## src/rtl/bullet_writer.sv

```systemverilog
// Write-side sequencer for the 64-entry bullet RAM: clears it after reset, then
// once per frame ages, moves, retires and spawns bullets with one read-modify-write per slot.
`timescale 1ns/1ps
module bullet_writer #(
  parameter int MAX_BULLETS  = 64,
  parameter int SPRITE_SIZE  = 64,
  parameter int BULLET_SIZE  = 8,
  parameter int BULLET_SPEED = 4,
  parameter int TTL_INIT     = 20,
  parameter int X_MAX        = 504,
  parameter int Y_MAX        = 472
) (
  input  logic        clk,
  input  logic        reset,
  input  logic        frame_tick,
  input  logic        shoot,
  input  logic [9:0]  tank_x,
  input  logic [9:0]  tank_y,
  input  logic [2:0]  tank_dir,
  output logic [5:0]  rd_addr,
  input  logic [31:0] rd_data,
  output logic        wr_en,
  output logic [5:0]  wr_addr,
  output logic [31:0] wr_data,
  output logic        busy,
  output logic [6:0]  bullet_count,
  output logic        spawn_drop
);

  localparam logic [2:0] S_CLEAR  = 3'd0;
  localparam logic [2:0] S_IDLE   = 3'd1;
  localparam logic [2:0] S_READ   = 3'd2;
  localparam logic [2:0] S_WAIT   = 3'd3;
  localparam logic [2:0] S_MODIFY = 3'd4;
  localparam logic [2:0] S_DONE   = 3'd5;

  localparam logic [5:0]         LAST_SLOT = 6'(MAX_BULLETS - 1);
  localparam logic signed [10:0] STEP      = 11'(BULLET_SPEED);
  localparam logic signed [10:0] X_LIM     = 11'(X_MAX);
  localparam logic signed [10:0] Y_LIM     = 11'(Y_MAX);
  localparam logic [10:0]        SPAWN_OFS = 11'(SPRITE_SIZE / 2 - BULLET_SIZE / 2);
  localparam logic [10:0]        X_CLAMP   = 11'(X_MAX);
  localparam logic [10:0]        Y_CLAMP   = 11'(Y_MAX);

  logic [2:0]  state, state_next;
  logic [5:0]  index;
  logic [6:0]  active_cnt;
  logic [31:5] word;
  logic        spawn_pending;
  logic [2:0]  frame_sync, shoot_sync;
  logic        frame_pulse, shoot_pulse;

  // Reserved low bits of the stored word carry no information.
  logic unused_rsvd;
  assign unused_rsvd = ^rd_data[4:0];

  // Bits [1:0] are the synchroniser, bit [2] remembers the previous level.
  always_ff @(posedge clk or posedge reset) begin
    if (reset) begin
      frame_sync <= 3'b000;
      shoot_sync <= 3'b000;
    end else begin
      frame_sync <= {frame_sync[1:0], frame_tick};
      shoot_sync <= {shoot_sync[1:0], shoot};
    end
  end

  assign frame_pulse = frame_sync[1] & ~frame_sync[2];
  assign shoot_pulse = shoot_sync[1] & ~shoot_sync[2];

  logic [8:0]         wx, wy;
  logic [4:0]         wttl;
  logic [2:0]         wdir;
  logic               wact;
  logic signed [10:0] dx_step, dy_step, nx, ny;
  logic [10:0]        sx_raw, sy_raw;
  logic [8:0]         sx, sy;

  assign {wx, wy, wttl, wdir, wact} = word;

  always_comb begin
    dx_step = 11'sd0;
    dy_step = 11'sd0;
    case (wdir)
      3'd0:    begin dx_step = 11'sd0; dy_step = -STEP;  end
      3'd1:    begin dx_step = STEP;   dy_step = -STEP;  end
      3'd2:    begin dx_step = STEP;   dy_step = 11'sd0; end
      3'd3:    begin dx_step = STEP;   dy_step = STEP;   end
      3'd4:    begin dx_step = 11'sd0; dy_step = STEP;   end
      3'd5:    begin dx_step = -STEP;  dy_step = STEP;   end
      3'd6:    begin dx_step = -STEP;  dy_step = 11'sd0; end
      3'd7:    begin dx_step = -STEP;  dy_step = -STEP;  end
      default: begin dx_step = 11'sd0; dy_step = 11'sd0; end
    endcase
  end

  assign nx     = $signed({2'b00, wx}) + dx_step;
  assign ny     = $signed({2'b00, wy}) + dy_step;
  assign sx_raw = {1'b0, tank_x} + SPAWN_OFS;
  assign sy_raw = {1'b0, tank_y} + SPAWN_OFS;
  assign sx     = (sx_raw > X_CLAMP) ? 9'(X_MAX) : sx_raw[8:0];
  assign sy     = (sy_raw > Y_CLAMP) ? 9'(Y_MAX) : sy_raw[8:0];

  logic [31:0] mod_word;
  logic        mod_live, mod_spawn;

  // New contents for the slot currently held in word.
  always_comb begin
    mod_word  = 32'd0;
    mod_live  = 1'b0;
    mod_spawn = 1'b0;
    if (wact) begin
      if (wttl <= 5'd1) begin
        mod_word = 32'd0;
      end else if ((nx < 11'sd0) || (nx > X_LIM) || (ny < 11'sd0) || (ny > Y_LIM)) begin
        mod_word = 32'd0;
      end else begin
        mod_word = {nx[8:0], ny[8:0], wttl - 5'd1, wdir, 1'b1, 5'd0};
        mod_live = 1'b1;
      end
    end else if (spawn_pending) begin
      mod_word  = {sx, sy, 5'(TTL_INIT), tank_dir, 1'b1, 5'd0};
      mod_live  = 1'b1;
      mod_spawn = 1'b1;
    end else begin
      mod_word = 32'd0;
    end
  end

  // Sweep sequencing.
  always_comb begin
    state_next = state;
    case (state)
      S_CLEAR:  state_next = (index == LAST_SLOT) ? S_IDLE : S_CLEAR;
      S_IDLE:   state_next = frame_pulse ? S_READ : S_IDLE;
      S_READ:   state_next = S_WAIT;
      S_WAIT:   state_next = S_MODIFY;
      S_MODIFY: state_next = (index == LAST_SLOT) ? S_DONE : S_READ;
      S_DONE:   state_next = S_IDLE;
      default:  state_next = S_CLEAR;
    endcase
  end

  // Datapath and registered outputs; a shot landing in DONE survives to the next frame.
  always_ff @(posedge clk or posedge reset) begin
    if (reset) begin
      state         <= S_CLEAR;
      index         <= 6'd0;
      active_cnt    <= 7'd0;
      word          <= 27'd0;
      spawn_pending <= 1'b0;
      rd_addr       <= 6'd0;
      wr_en         <= 1'b0;
      wr_addr       <= 6'd0;
      wr_data       <= 32'd0;
      busy          <= 1'b1;
      bullet_count  <= 7'd0;
      spawn_drop    <= 1'b0;
    end else begin
      state         <= state_next;
      busy          <= (state_next != S_IDLE);
      wr_en         <= 1'b0;
      spawn_drop    <= 1'b0;
      spawn_pending <= spawn_pending | shoot_pulse;
      case (state)
        S_CLEAR: begin
          wr_en   <= 1'b1;
          wr_addr <= index;
          wr_data <= 32'd0;
          index   <= index + 6'd1;
        end
        S_IDLE: begin
          if (frame_pulse) begin
            index      <= 6'd0;
            rd_addr    <= 6'd0;
            active_cnt <= 7'd0;
          end else begin
            index <= index;
          end
        end
        S_READ: begin
          rd_addr <= index;
        end
        S_WAIT: begin
          word <= rd_data[31:5];
        end
        S_MODIFY: begin
          wr_en   <= 1'b1;
          wr_addr <= index;
          wr_data <= mod_word;
          index   <= index + 6'd1;
          rd_addr <= index + 6'd1;
          if (mod_live) begin
            active_cnt <= active_cnt + 7'd1;
          end else begin
            active_cnt <= active_cnt;
          end
          if (mod_spawn) begin
            spawn_pending <= 1'b0;
          end else begin
            spawn_pending <= spawn_pending | shoot_pulse;
          end
        end
        S_DONE: begin
          bullet_count <= active_cnt;
          if (spawn_pending) begin
            spawn_drop    <= 1'b1;
            spawn_pending <= shoot_pulse;
          end else begin
            spawn_drop <= 1'b0;
          end
        end
        default: begin
          index <= 6'd0;
        end
      endcase
    end
  end

endmodule

```

## config.mk

```make
export PLATFORM = sky130hd
export DESIGN_NAME = bullet_writer
export DESIGN_NICKNAME = d
export VERILOG_FILES = /design/src/rtl/bullet_writer.sv
export SDC_FILE = /design/constraint.sdc
export NUM_CORES = 1
export LEC_CHECK = 0
export BUFFER_PORTS_ARGS = -buffer_cell sky130_fd_sc_hd__buf_2
export CAP_MARGIN = 15
export CORE_MARGIN = 4
export CORE_UTILIZATION = 55
export DETAILED_ROUTE_END_ITERATION = 7
export PLACE_DENSITY = 0.77
export SKIP_LAST_GASP = 1
export SYNTH_ARGS = -nofsm -noshare
export SYNTH_HDL_FRONTEND = slang
export SYNTH_SLANG_ARGS = --single-unit
```

## constraint.sdc

```tcl
create_clock -name clk -period 7.7 [get_ports clk]
set_input_delay 0.385 -clock clk [delete_from_list [all_inputs] [get_ports clk]]
set_output_delay 0.385 -clock clk [all_outputs]
set_load 0.005 [all_outputs]
```

==> impl_metrics.tcl, run 1 <==
set metrics [dict create \
    ir_drop_v 0.000152 \
    synth-seq-area-share 0.458 \
    period_share 0.478 \
    hold_class "input pin to register" \
    fillers 753 \
    relSlewSlack 0.351 \
    ant_nets 0 \
    max_freq_ghz 0.272 \
    syn_to_final_growth_pct 14.7 \
    ys.flop_type "dfrtp_1" \
    final_max_slew_viol_count 0 \
    p_leak_nw 3.11 \
    antenna_found_initial 0 \
    ys_warn_count 0 \
    setup_viol 0 \
    synth_edf_count 0 \
    ys_async_sr_fraction 1.00 \
    grt_overflow 0 \
    clkSinkCount 99 \
    drc 0 \
    critPathKind "register to register" \
    fin_util 0.659 \
    synthAdderAreaFrac 0.0629 \
    min_period_ns 3.68 \
    insertion_delay_ns 0.37 \
    cts_tree "yes" \
    synthXorXnorAreaFrac 0.0324 \
    crit_path_max_fanout 22 \
    place_area_mm2 0.00599 \
    grt_setup_unrepaired "no" \
    die_w_um 107 \
    end_kind "register" \
    gp_congestion 0.876 \
    cts.htree.levels 3 \
    die_h_um 107 \
    instances_no_fill 764 \
    synthCells 536 \
    io_buffers 102 \
    finClkSkew_ns 0.0130 \
    antenna_cells 0 \
    dp_hpwl_mm 9.58 \
    maxCapViolations 0 \
    cts_buffer_depth 2 \
    root_buffer "clkbuf_8" \
    start_util 0.574 \
    track_usage 0.231 \
    first_pass_iters 5 \
    grt_pass1_vias 4433 \
    rows 35 \
    crit_path_start_kind "register" \
    synth-simple-area-share 0.158 \
    status "completed" \
    synth.avg_cell_area_um2 10.1 \
    fin_nets 715 \
    grt_pass1_wl_mm 21.2 \
    grt_max_degree 78 \
    wl_per_cell_um 16.6 \
    tightestPinTransition_ns 0.974 \
    syn_area_mm2 0.00541 \
    drive_gt1_frac 0.272 \
    cts_setup_buffers 0 \
    synth_top_family_by_area "compound AO/OA/AOI/OAI gates" \
    dpl.cell_count 747 \
    numCtsBuffers 9 \
    hold_viol_final 0 \
    num_vias 4405 \
    via_per_inst 5.77 \
    die_area_mm2 0.0115 \
    ys_ff_latch 99 \
    pin_count 113 \
    synth-compound-area-share 0.167 \
    synth.distinct_cells 65 \
    cts_resized 0 \
    clk_pin_slew_worst_paths_ns 0.09 \
    power_density_mw_per_mm2 163 \
    arrival_ns 3.98 \
    drt_iter0_drc 165 \
    tns_ns 0 \
    core_area_mm2 0.00942 \
    muxShareOfSynthArea 0.0782 \
    routed_wl_mm 12.7 \
    design_area_mm2 0.00620 \
    cp.required_ns 8.00 \
]
## cells in the mapped netlist, types with 4 or more instances
master | count | area [µm²]
a21o_1 | 7 | 52.6
a21oi_1 | 28 | 140
a221o_1 | 13 | 130
a22oi_1 | 11 | 82.6
a31oi_1 | 7 | 43.8
and3_1 | 6 | 37.5
buf_4 | 5 | 37.5
clkbuf_1 | 17 | 63.8
dfrtp_1 | 98 | 2450
ha_1 | 24 | 300
inv_1 | 22 | 82.6
mux2_2 | 34 | 383
mux2i_1 | 4 | 40.0
nand2_1 | 60 | 225
nand2b_1 | 12 | 75.1
nand3_1 | 16 | 80.1
nor2_1 | 29 | 109
nor2b_1 | 4 | 25.0
nor3_1 | 16 | 80.1
o21ai_0 | 28 | 140
o311a_1 | 5 | 50.1
o31ai_1 | 6 | 45.0
xnor2_1 | 9 | 78.8
xor2_1 | 11 | 96.3
## what timing repair did
action	in CTS	in global routing
hold buffers	1	0
endpoints found under the setup margin	0	0
hold endpoints to repair	21	0
## kinds of logic (layout without fill, tap and decap cells)
family          count (synthesis)  after routing
other cells                     1              5
fa+ha+maj                      26             26
compound gates                130            130
flops                          99             99
buf+inv                        51            146
simple gates                  171            171
mux                            38             38
xor+xnor                       20             20
## cell type report
class	count	area (µm²)	area share
Multi-Input combinational cell	390	2720	0.438
Tap cell	129	161	0.0260
Timing Repair Buffer	107	551	0.0888
Sequential cell	99	2480	0.400
Clock inverter	3	46.3	0.00747
Clock buffer	13	159	0.0256
Inverter	23	88.8	0.0143
## layer usage
layer | GRT usage | share of wire | up-vias
li1 | - | - | 2111
met5 | 0 | 0 | -
met2 | 0.371 | 0.49 | 148
met4 | 0.0877 | 0.022 | 0
met1 | 0.302 | 0.43 | 2120
met3 | 0.0590 | 0.068 | 26
## final timing paths
check                      slack (ns)  cells after the start           from       endpoint
setup / recovery                 4.02                     12        word[7]  active_cnt[0]
min in group asynchronous        0.50                      3          reset     wr_addr[5]
max in group asynchronous        5.95                      4          reset       word[13]
hold / removal                   0.12                      1     frame_tick  frame_sync[0]
setup reg to reg                 4.02                     12        word[7]  active_cnt[0]
hold reg to reg                  0.36                      0  shoot_sync[0]  shoot_sync[1]
## power breakdown
group	leakage, nW	internal [mW]	switching (mW)	total (mW)
registers	1.27	0.528	0.00792	0.536
logic	1.74	0.0568	0.0755	0.132
clock network	0.0998	0.169	0.173	0.342
total	3.11	0.754	0.257	1.01
## sequential cells by signal, indices dropped and copies added (netlist names)
signal and flops:
state 3, word 27, spawn_drop 1, index 6, rd_addr 6, busy 1
wr_data 27, wr_en 1, spawn_pending 1, wr_addr 6, shoot_sync 3, active_cnt 7
frame_sync 3, bullet_count 7
## worst max-delay path, stage by stage (launching register included)
cell and delay [ns]:
dfrtp_1 0.43, or2_2 0.30, nand2_1 0.13, inv_1 0.18, fa_1 0.47, a21oi_1 0.25, o221ai_1 0.18, a21o_1 0.20
o21ai_0 0.20, o311a_1 0.25, and4_4 0.42, or2_1 0.34, mux2i_1 0.23
## cells in the final DEF, fill, tap and decap left out, types with 7 or more instances in the layout
master    count
nand2_1      60
xor2_1       11
buf_2       102
nand3_1      16
nor3_1       16
inv_1        21
a21o_1        7
nand2b_1     12
mux2_2       34
ha_1         24
xnor2_1       9
dfrtp_1      98
nor2_1       29
a21oi_1      28
clkbuf_8     11
a22oi_1      11
a221o_1      13
a31oi_1       7
o21ai_0      28
## per-stage QoR
step / power, mW / setup WS, ns / hold WS (ns)
finish: 1.01 / 4.02 / 0.117
global route: 1.07 / 3.76 / 0.0893
CTS: 1.02 / 4.03 / 0.0959
detailed placement: 0.678 / 4.04 / 0.340
global placement: 0.671 / 4.19 / 0.343
floorplan: 0.636 / 4.39 / 0.331
(Power assumes the default switching activity.)
==> run 2, diff against run 1 <==
==> constraint.sdc (replaced) <==
create_clock -name clk -period 3.82 [get_ports clk]
set_input_delay 0.191 -clock clk [delete_from_list [all_inputs] [get_ports clk]]
set_output_delay 0.191 -clock clk [all_outputs]
set_load 0.005 [all_outputs]
==> run 2 against run 1 <==
Net effect:
- power increased by 110%
- non-clock buffer count rose by 1
- sequential share of layout area down 0.20 points
- critical endpoint unchanged
- highest routed layer unchanged
==> impl_metrics.tcl, run 2 (synthesis results as in run 1) <==
set metrics [dict create \
    status "completed" \
    die_area_mm2 0.0115 \
    tightestPinTransition_ns 0.958 \
    cts_tree "yes" \
    io_buffers 102 \
    ant_nets 0 \
    setup_viol 0 \
    antenna_found_initial 0 \
    final_max_slew_viol_count 0 \
    tns_ns 0 \
    p_leak_nw 3.12 \
    path_cells "nand3_1 > o21ai_1 > buf_4 > fa_1 > a211oi_2 > o21ai_0 > and3b_1 > or4_4 > o21ai_2 > and4_4 > or2_1 > mux2i_1" \
    clkSinkCount 99 \
    wl_per_cell_um 16.5 \
    relSlewSlack 0.361 \
    drc 0 \
    final_cell_mix "buf_2, dfrtp_1, nand2_1, mux2_2, nor2_1" \
    grt_pass1_wl_mm 20.4 \
    num_vias 4389 \
    cp_num_buf_inv 1 \
    drive_gt1_frac 0.275 \
    via_per_inst 5.73 \
    cts.htree.levels 3 \
    critPathKind "register to register" \
    min_period_ns 3.53 \
    fin_nets 717 \
    grt_max_degree 80 \
    core_area_mm2 0.00942 \
    hold_viol_final 0 \
    period_share 0.923 \
    grt_overflow 0 \
    maxCapViolations 0 \
    clk_pin_slew_worst_paths_ns 0.09 \
    antenna_cells 0 \
    cts_setup_buffers 0 \
    die_h_um 107 \
    crit_path_start_kind "register" \
    drt_iter0_drc 251 \
    fin_util 0.662 \
    layout_commonest_cell "buf_2" \
    numCtsBuffers 9 \
    dpl.cell_count 747 \
    ir_drop_v 0.000292 \
    largestRegisters "word (27), wr_data (27)" \
    max_freq_ghz 0.284 \
    track_usage 0.224 \
    instances_no_fill 766 \
    routed_wl_mm 12.6 \
    crit_path_max_fanout 11 \
    power_density_mw_per_mm2 333 \
    dp_hpwl_mm 9.32 \
    first_pass_iters 5 \
    start_util 0.574 \
    cts_buffer_depth 2 \
    gp_congestion 0.834 \
    finClkSkew_ns 0.0103 \
    pin_count 113 \
    rows 35 \
    die_w_um 107 \
    max_stage_delay_ns 0.45 \
    root_buffer "clkbuf_8" \
    end_kind "register" \
    crit_slowest_cell "fa_1" \
    insertion_delay_ns 0.38 \
    hold_class "input pin to asynchronous set/reset pin" \
    cp.required_ns 4.12 \
    grt_pass1_vias 4224 \
    path_delay_family "simple AND/OR/NAND/NOR gates" \
    grt_setup_unrepaired "no" \
    arrival_ns 3.82 \
    syn_to_final_growth_pct 15.2 \
]
[run 2: cell count changes in the layout (fill, tap and decap cells not counted), sizes merged]
cell,before,now
and4,1,2
clkbuf,13,11
dlygate4sd3,1,2
clkinvlp,1,2
bufinv,1,2
[run 2: routing by layer]
layer  GRT usage  part of all wire
met1       0.292              0.45
met2       0.361              0.47
met3      0.0620             0.062
met4      0.0703             0.017
met5           0                 0
[run 2: layout make-up]
cell class / instances / area [µm²]
inverters: 23 / 88.8
multi-input cells: 391 / 2730
fillers: 775 / 3180
clock buffers: 11 / 131
repair buffers: 108 / 561
well taps: 129 / 161
clock inverters: 5 / 80.1
flip-flops and latches: 99 / 2480
[run 2: through the flow]
stage / worst slack [ns] / total power [mW] / area, µm² / hold WS [ns]
after CTS: 0.132 / 2.09 / 6220 / 0.0195
after floorplan: 0.508 / 1.28 / 5420 / 0.222
final: 0.295 / 2.07 / 6230 / 0.0376
after global routing: 0.0393 / 2.17 / 6230 / 0.0209
after detailed placement: 0.208 / 1.37 / 5990 / 0.302
after global placement: 0.308 / 1.35 / 5990 / 0.303
[run 2: worst paths after layout]
kind | from | endpoint | slack, ns | cells after the start
max | word[7] | active_cnt[0] | 0.29 | 12
min | reset | wr_addr[3] | 0.04 | 2
max reg2reg | word[7] | active_cnt[0] | 0.29 | 12
min reg2reg | frame_sync[0] | frame_sync[1] | 0.37 | 0
max in group asynchronous | reset | wr_data[30] | 2.92 | 3
min in group clk | tank_dir[0] | wr_data[6] | 0.04 | 3
[run 2: power breakdown]
group | switching (mW) | leakage [nW] | total (mW) | internal [mW]
Sequential | 0.0166 | 1.27 | 1.08 | 1.06
Combinational | 0.157 | 1.75 | 0.272 | 0.115
Clock | 0.352 | 0.0995 | 0.720 | 0.368
Total | 0.525 | 3.12 | 2.07 | 1.55
[run 2: what timing repair did]
action | in CTS | in global routing
hold endpoints to repair | 2 | 0
hold buffers | 2 | 0
setup endpoints to repair | 0 | 6
resized for setup | 0 | 2
==> run 3, diff against run 2 <==
--- a/config.mk
+++ b/config.mk
@@ -5,11 +5,13 @@
 export SDC_FILE = /design/constraint.sdc
 export NUM_CORES = 1
 export LEC_CHECK = 0
+export ABC_AREA = 1
 export BUFFER_PORTS_ARGS = -buffer_cell sky130_fd_sc_hd__buf_2
-export CAP_MARGIN = 15
+export CAP_MARGIN = 5
 export CORE_MARGIN = 4
 export CORE_UTILIZATION = 55
 export DETAILED_ROUTE_END_ITERATION = 7
+export GPL_TIMING_DRIVEN = 0
 export PLACE_DENSITY = 0.77
 export SKIP_LAST_GASP = 1
 export SYNTH_ARGS = -nofsm -noshare
==> run 3 against run 2 <==
Net effect:
- non-clock buffer count increased by 22
- largest power group unchanged
- core utilization increased by 0.80 points
- clock skew increased by 0.00070 ns
- setup slack improved by 0.62 ns
- clock power decreased by 3%
- sequential power about the same
==> impl_metrics.tcl, run 3 <==
set metrics [dict create \
    grt_pass1_vias 5144 \
    crit_path_start_kind "register" \
    clkSinkCount 99 \
    final-seq-area_mm2 0.00248 \
    grt_pass1_wl_mm 23.8 \
    dp_hpwl_mm 11.0 \
    via_per_inst 5.24 \
    synth_edf_count 0 \
    hold_class "input pin to register" \
    synth.avg_cell_area_um2 7.57 \
    crit_top_cell "nand2_1" \
    die_area_mm2 0.0121 \
    status "completed" \
    rows 36 \
    first_pass_iters 6 \
    end_kind "register" \
    ff2ff_setup_slack_ns 0.92 \
    drive_gt1_frac 0.188 \
    hold_viol_final 0 \
    instances_no_fill 1014 \
    fin_nets 961 \
    max_stage_delay_ns 0.47 \
    largestRegisters "word (27), wr_data (27)" \
    clk_pin_slew_worst_paths_ns 0.10 \
    min_period_ns 2.90 \
    insertion_delay_ns 0.38 \
    synth.distinct_cells 47 \
    start_util 0.574 \
    die_h_um 110 \
    cts_setup_buffers 0 \
    cts_buffer_depth 2 \
    path_cells "o21ai_2 > ha_1 > a21oi_2 > nor2_1 > nor2_1 > nand2_1 > o21ai_2 > nand2_4 > nor2_8 > nand2_2 > nand2_1 > nand2_1 > nand2_1 > nand2_1 > nand2_1" \
    max_freq_ghz 0.344 \
    crit_slowest_cell "dfrtp_1" \
    syn_area_mm2 0.00572 \
    layout_commonest_cell "nand2_1" \
    syn_to_final_growth_pct 16.7 \
    critPathKind "register to register" \
    final_max_slew_viol_count 0 \
    routed_wl_mm 14.4 \
    pin_count 113 \
    p_leak_nw 3.69 \
    arrival_ns 3.22 \
    antenna_found_initial 0 \
    ant_nets 0 \
    tightestPinTransition_ns 0.932 \
    core_area_mm2 0.00995 \
    yosysMostFrequentCell "nand2_1" \
    maxCapViolations 0 \
    ys_ff_latch 99 \
    drc 0 \
    numCtsBuffers 9 \
    antenna_cells 0 \
    ys_async_sr_fraction 1.00 \
    cts_tree "yes" \
    synthCells 755 \
    crit_path_max_fanout 10 \
    ir_drop_v 0.000193 \
    setup_viol 0 \
    io_buffers 102 \
    cts.htree.levels 3 \
    ys.flop_type "dfrtp_1" \
    yosys.area.top_type_share 0.429 \
    yosysTopAreaCell "dfrtp_1" \
    synth-seq-area-share 0.434 \
    final_cell_mix "nand2_1, buf_2, dfrtp_1, inv_1, nor2_1" \
    multi_input_area_mm2 0.00281 \
    fillers 915 \
    ys_top_cells_by_area "dfrtp_1, nand2_1, ha_1" \
    cp.required_ns 4.14 \
    die_w_um 110 \
    power_density_mw_per_mm2 279 \
    dpl.cell_count 995 \
    gp_congestion 0.910 \
    grt_setup_unrepaired "no" \
    root_buffer "clkbuf_8" \
    ys_top_cells_by_count "nand2_1, dfrtp_1, inv_1" \
    finClkSkew_ns 0.0110 \
    wl_per_cell_um 14.2 \
    grt_max_degree 62 \
    num_vias 5311 \
    track_usage 0.250 \
    fin_util 0.670 \
    drt_iter0_drc 312 \
    ys_warn_count 0 \
    period_share 0.760 \
    relSlewSlack 0.374 \
    grt_overflow 0 \
]
==> run 3: cell count changes after synthesis, sizes merged, moves of 10 or more <==
cell    previous run  this run
a221o             13         0
a22oi             11         0
inv               23        79
mux2              34         0
nand2             61       293
nand2b            12         0
nand3             16        46
nand4              2        12
nor2              29        49
nor3              17         7
o21ai             29        54
==> run 3: report_power, final <==
part           leakage (nW)  total, mW  switching [mW]  internal (mW)
sequential             1.19       1.05         0.00174           1.05
combinational          2.40      0.105          0.0610         0.0436
clock                 0.100      0.702           0.389          0.312
total                  3.69       1.86           0.452           1.41
==> run 3: stage by stage <==
step | cell area (µm²) | setup slack [ns] | setup TNS, ns | hold slack (ns) | total power [mW]
floorplan | 5730 | 1.04 | 0 | 0.222 | 1.13
global placement | 6410 | -0.0302 | -2.45 | 0.299 | 1.17
detailed placement | 6440 | 0.959 | 0 | 0.263 | 1.18
CTS | 6670 | 0.932 | 0 | 0.00789 | 1.87
global route | 6670 | 0.678 | 0 | 0.0173 | 1.93
finish | 6670 | 0.916 | 0 | 0.00978 | 1.86
==> run 3: cell type report <==
class	count	area share
clock inverters	6	0.0111
repair buffers	106	0.0852
multi-input cells	553	0.421
inverters	83	0.0471
plain buffers	24	0.0199
well taps	133	0.0250
flip-flops and latches	99	0.372
clock buffers	10	0.0191
==> run 3: kinds of logic (layout without fill, tap and decap cells) <==
logic type      after synthesis  count (layout)  share of synthesized area
fa+ha+maj                    26              26                     0.0595
xor+xnor                     13              13                     0.0199
simple gates                416             416                      0.308
compound gates               92              92                     0.0985
mux                           1               1                    0.00175
other cells                   1               5                   0.000656
buf+inv                     107             229                     0.0777
flops                        99              99                      0.434
==> run 3: worst max-delay path: cells and delay by family, from the launching register on <==
family | cells | cell delay, ns
compound gates | 3 | 0.85
fa+ha+maj | 1 | 0.40
simple gates | 11 | 1.12
flops | 1 | 0.47
==> run 3: final timing paths <==
path                          startpoint            end  cells past startpoint
setup / recovery                 word[8]  active_cnt[1]                     15
hold reg to reg            shoot_sync[0]  shoot_sync[1]                      0
max in group asynchronous          reset       word[23]                      4
min in group asynchronous          reset  frame_sync[0]                      3
hold / removal                rd_data[8]        word[8]                      3
setup reg to reg                 word[8]  active_cnt[1]                     15
==> run 3: repair_timing <==
action                    4_1_cts  5_1_grt
hold buffers                    3        0
gates resized for setup         0        0
hold endpoints to repair       39        0
==> run 3: routing by layer <==
metal	up-vias	GRT usage	part of all wire
li1	2637	-	-
met1	2463	0.353	0.47
met2	183	0.397	0.45
met3	28	0.0405	0.060
met4	0	0.0730	0.019
met5	-	0	0
